==> config.mk <==
export PLATFORM = sky130hd
export DESIGN_NAME = decoder_4to16
export DESIGN_NICKNAME = d
export VERILOG_FILES = /design/src/rtl/decoder_pkg.sv /design/src/rtl/decoder_4to16_dec1_2.sv /design/src/rtl/decoder_4to16.sv
export SDC_FILE = /design/constraint.sdc
export NUM_CORES = 1
export LEC_CHECK = 0
export ABC_AREA = 1
export BUFFER_PORTS_ARGS = -buffer_cell sky130_fd_sc_hd__buf_2
export CAP_MARGIN = 20
export CELL_PAD_IN_SITES_DETAIL_PLACEMENT = 1
export CELL_PAD_IN_SITES_GLOBAL_PLACEMENT = 1
export CORE_MARGIN = 2
export CORE_UTILIZATION = 31
export CTS_BUF_LIST = sky130_fd_sc_hd__clkbuf_4 sky130_fd_sc_hd__clkbuf_8
export CTS_CLUSTER_SIZE = 12
export DETAILED_ROUTE_END_ITERATION = 8
export GPL_TIMING_DRIVEN = 1
export HOLD_SLACK_MARGIN = 0.05
export PLACE_DENSITY_LB_ADDON = 0.05
export SLEW_MARGIN = 20
export SYNTH_ARGS = -nofsm -noshare
export SYNTH_HDL_FRONTEND = slang
export SYNTH_SLANG_ARGS = --single-unit
export TNS_END_PERCENT = 20
==> constraint.sdc <==
create_clock -name clk -period 1.2 [get_ports clk]
set_input_delay 0.06 -clock clk [delete_from_list [all_inputs] [get_ports clk]]
set_output_delay 0.06 -clock clk [all_outputs]
set_load 0.01 [all_outputs]
==> src/rtl/decoder_pkg.sv <==
// Shared widths and types for the one-hot decoder family.
package decoder_pkg;
    localparam int unsigned DEC_IN_W  = 4;
    localparam int unsigned DEC_OUT_W = 16;

    typedef logic [DEC_OUT_W-1:0] onehot16_t;
endpackage

==> src/rtl/decoder_4to16_dec1_2.sv <==
// 1-to-2 enabled one-hot decoder; leaf cell of the wider decoder trees.
module decoder1_2 (
    input  logic       in,
    input  logic       enable,
    output logic [1:0] out
);
    // AND with enable so an unknown select cannot leak out while disabled
    assign out = {enable & in, enable & ~in};
endmodule

==> src/rtl/decoder_4to16.sv <==
// 4-to-16 enabled one-hot decoder built as a tree of 1-to-2 cells,
// with an optional reset-defined registered copy of the output.
module decoder_4to16
    import decoder_pkg::*;
#(
    parameter bit OUT_REG = 1'b1
) (
    input  logic                 clk,
    input  logic                 reset_n,
    input  logic [DEC_IN_W-1:0]  in,
    input  logic                 enable,
    output logic [DEC_OUT_W-1:0] out,
    output logic [DEC_OUT_W-1:0] out_q
);
    // Heap-indexed enables: node n drives en[2n] and en[2n+1]; en[16..31] are the leaves.
    logic [2*DEC_OUT_W-1:1] en;

    assign en[1] = enable;

    for (genvar l = 0; l < DEC_IN_W; l++) begin : g_level
        for (genvar k = 0; k < (1 << l); k++) begin : g_node
            localparam int N = (1 << l) + k;
            decoder1_2 u_dec (
                .in     (in[DEC_IN_W-1-l]),
                .enable (en[N]),
                .out    (en[2*N+1:2*N])
            );
        end
    end

    assign out = en[2*DEC_OUT_W-1:DEC_OUT_W];

    if (OUT_REG) begin : g_reg
        onehot16_t out_r;

        always_ff @(posedge clk or negedge reset_n) begin
            if (!reset_n) out_r <= '0;
            else          out_r <= out;
        end

        assign out_q = out_r;
    end else begin : g_comb
        assign out_q = out;
    end
endmodule

======== Word level (Yosys, flattened, before mapping) ========
Cells that the tools add are included.
cells by class
  add/sub/neg operators ................... 0
  multipliers ............................. 0
  divide/modulo/power cells ............... 0
  magnitude comparators ................... 0
  eq/ne operators ......................... 0
  shifts and indexed selects .............. 0
  muxes and demuxes ....................... 0
  bitwise operators ....................... 34
  reductions and logical operators ........ 0
operators by type and width
  operator           number
  bitwise AND 1 bit  30
  NOT 1 bit          4
word-level totals
  register bits ........................... 16
  bits in latches ......................... 0
  RAM bits ................................ 0
  memory bits (read-only) ................. 0
  input port bits ......................... 7
  output and inout bits ................... 32
  logic and storage cells ................. 35
  memories ................................ 0

======== Longest topological paths before layout ========
  depth after elaboration ................. 5
  depth in mapped cells ................... 4
  depth with buffers taken out ............ 4

======== By module ========
Synthesis repeated with hierarchy kept, for this count alone.
second synthesis, totals
  cell total of the unflattened synthesis .. 76
  area total of the unflattened synthesis .. 663.1 um^2
modules (own cells, without submodules)
  module         instances  cells each  area each (um^2)  sequential area each (um^2)
  decoder_4to16  1          16          400.4             400.4
  decoder1_2     15         4           17.5              0.0

======== Worst setup path before layout ========
No wires, ideal clock.
  kind .................................... in2reg
  start point ............................. in in[0]
  end point ............................... reg g_reg.out_r[5] (netlist: out_q[5])
  setup time .............................. 148 ps
  arrival ................................. 636 ps
  data required time ...................... 1052 ps
  path slack .............................. 416 ps
  stages on the path ...................... 3
  buffers on the path ..................... 1
  cell sequence ........................... buf_4 -> inv_1 -> nor3_1
between the ends
  cells in the longest elaborated chain, start to end .. 1
ends and longest elaborated chain
  what                    RTL line                   RTL
  start: declaration      decoder_4to16.sv:10        input logic [DEC_IN_W-1:0] in,
  bitwise AND 1 bit       decoder_4to16_dec1_2.sv:8  assign out = {enable & in, enable & ~in};
  net out[5]              decoder_4to16.sv:12        output logic [DEC_OUT_W-1:0] out,
  end signal: assignment  decoder_4to16.sv:38        else out_r <= out;
  end: declaration        decoder_4to16.sv:34        onehot16_t out_r;
The timed path passes the listed nets, and every way through them passes these cells.

======== Worst setup path after layout ========
  start point ............................. in in[0]
  end point ............................... reg g_reg.out_r[5] (netlist: out_q[5])
between the ends
  cells in the longest elaborated chain, start to end .. 1
ends and longest elaborated chain
  what               RTL line
  bitwise AND 1 bit  decoder_4to16_dec1_2.sv:8
No other way between the ends.

==> metrics.txt <==
final antenna-violating net count 0; simple-gate area share of the yosys netlist 21.1%; max-cap viol count 0; WS Path Type in2reg; Initial Utilization 32.0%; Max Slew Vio Count 0; Die Ht 45.8 um; number of H-tree levels 1; chip width 45.8 um; routed len/inst 12.7 um; fmax 1020 MHz; core box area 1690 um2; Worst EP required 1.43 ns; minimum clock period 0.984 ns; antenna diode count 0; CTS buffer count 3; max reg flops 16; DR vias 511; placement row count 15; die area 2090 um2; GRT Resource Usage Total 14.4%; global-route wire length before repair 2.02 mm; Worst path slowest cell dlygate4sd3_1; Overflow after GRT 0; Syn Nets 54; status finished, final reports clean; FF+latch count, synth 16; Post-CTS Setup Bufs 0; Worst Path Arrival 1.21 ns; sequential area share after synthesis 74.1%; I/O Buffers 38; Adder-Cell Fraction of Synth Area 0%; Worst-path clk slew 0.09 ns; post-CTS sizing 0; Clock Path Buffers 2; Hold Path Class in2reg; CP Cell Sequence buf_2 -> inv_1 -> nor3_1 -> dlygate4sd3_1; power density over cell area 1210 nW/um2; Peak VDD IR 751 uV; vias in the first global route 452; Post-Synth XOR/XNOR Area 0%; Tcrit/Tclk final 82.0%; setup_tns 0 ns; filler-free cell count of the finished design 108; crit-path max cell delay 0.58 ns; Final Hold Slack 0.0681 ns; routability cong. 0.754; Nets 99; final setup vio count 0; Ys Warns 0; vias per cell 4.73; Routed WL 1.37 mm; Syn-to-layout area delta 50.0%; HPWL after detailed placement 1.07 mm; largest net degree at the start of global routing 17; Setup WS post-layout 0.216 ns; Mapped Area 541 um2; CP max FO 9; startpoint type of the worst setup path input port; Netlist cell types 9; 1st-pass router iterations 4; Least-Margin Pin Slew 0.341 ns; CTS Hold Bufs 3; final hold violation count 0; final routed DRC violation total 0; dpl cells 101; CTS tree done; Leak 0.525 nW; main combinational cell family by area after synthesis simple AND/OR/NAND/NOR gates; Cells after Synth 47; share of cells above drive strength 1 48.4%; syn avg cell area 11.5 um2; detailed router's first-iteration violation count 4; io pins 39; unrepaired setup endpoints after global routing no; mux share of post-synthesis cell area 0%; initial antenna violation count 0; endpoint class of the critical path flip-flop; pre-CTS setup slack 0.290 ns; Compound-Gate Fraction of Synth Area 0%; CTS root buf clkbuf_4; clk sinks 16; Rel. slew slack 77.3%
==> cells in the final DEF (no fill, tap or decap), types with 2 or more instances in the layout <==
cell and count:
inv_1 4, dlygate4sd3_1 3, nand4_1 4, clkbuf_4 3, dfrtp_1 16, nand3_1 4
nor2_1 14, buf_2 38, nor3_1 2
==> where the power goes <==
part	leakage [nW]	internal, mW	switching [mW]
clock network	0.0210	0.185	0.159
registers	0.222	0.547	0.00170
logic	0.283	0.0285	0.0588
total	0.525	0.760	0.220
==> Yosys cell counts <==
| library cell | instances | area [um2] |
|---|---|---|
| buf_4 | 1 | 7.51 |
| nand4_1 | 4 | 25.0 |
| inv_2 | 1 | 3.75 |
| inv_1 | 4 | 15.0 |
| dfrtp_1 | 16 | 400 |
| nor2_2 | 1 | 6.26 |
| nor3_1 | 2 | 10.0 |
| nor2_1 | 14 | 52.6 |
| nand3_1 | 4 | 20.0 |
==> cell families after synthesis <==
| kind of cell | Yosys count |
|---|---|
| AND/OR/NAND/NOR | 25 |
| flip-flops | 16 |
| buffers and inverters | 6 |
==> worst max-delay path: cells and delay by family <==
kind                   cells  cell delay (ns)
buffers and inverters      3             0.91
and+or+nand+nor            1             0.24
==> layer usage <==
layer / up-vias / GRT usage [%] / wire length [um]
met3: 3 / 5.16 / 123
met4: 0 / 8.57 / 27
met2: 30 / 22.3 / 682
met5: - / 0 / 0
li1: 238 / - / -
met1: 240 / 17.0 / 538
==> area by class of cell <==
cell class | instances | area (um2)
Tap cell | 17 | 21.3
Inverter | 5 | 18.8
Multi-Input combinational cell | 25 | 114
Fill cell | 210 | 878
Timing Repair Buffer | 41 | 220
Sequential cell | 16 | 400
Clock buffer | 4 | 36.3
==> final timing paths <==
| check | end | slack [ns] | startpoint | depth (start not counted) |
|---|---|---|---|---|
| max in group asynchronous | out_q[4] | 0.75 | reset_n | 2 |
| min in group asynchronous | out_q[1] | 0.20 | reset_n | 2 |
| worst max-delay path | out_q[5] | 0.22 | in[0] | 4 |
| worst min-delay path | out_q[6] | 0.07 | in[0] | 2 |
==> metrics by stage <==
| step | instance area (um2) | utilization (%) | total power [mW] |
|---|---|---|---|
| 6_report | 811 | 48.0 | 0.980 |
| 5_1_grt | 811 | 48.0 | 1.04 |
| 4_1_cts | 811 | 48.0 | 0.993 |
| 3_5_place_dp | 744 | 44.1 | 0.644 |
| 3_3_place_gp | 744 | 44.1 | 0.642 |
| 2_1_floorplan | 541 | - | 0.595 |
Power figures use the tool's default switching activity.
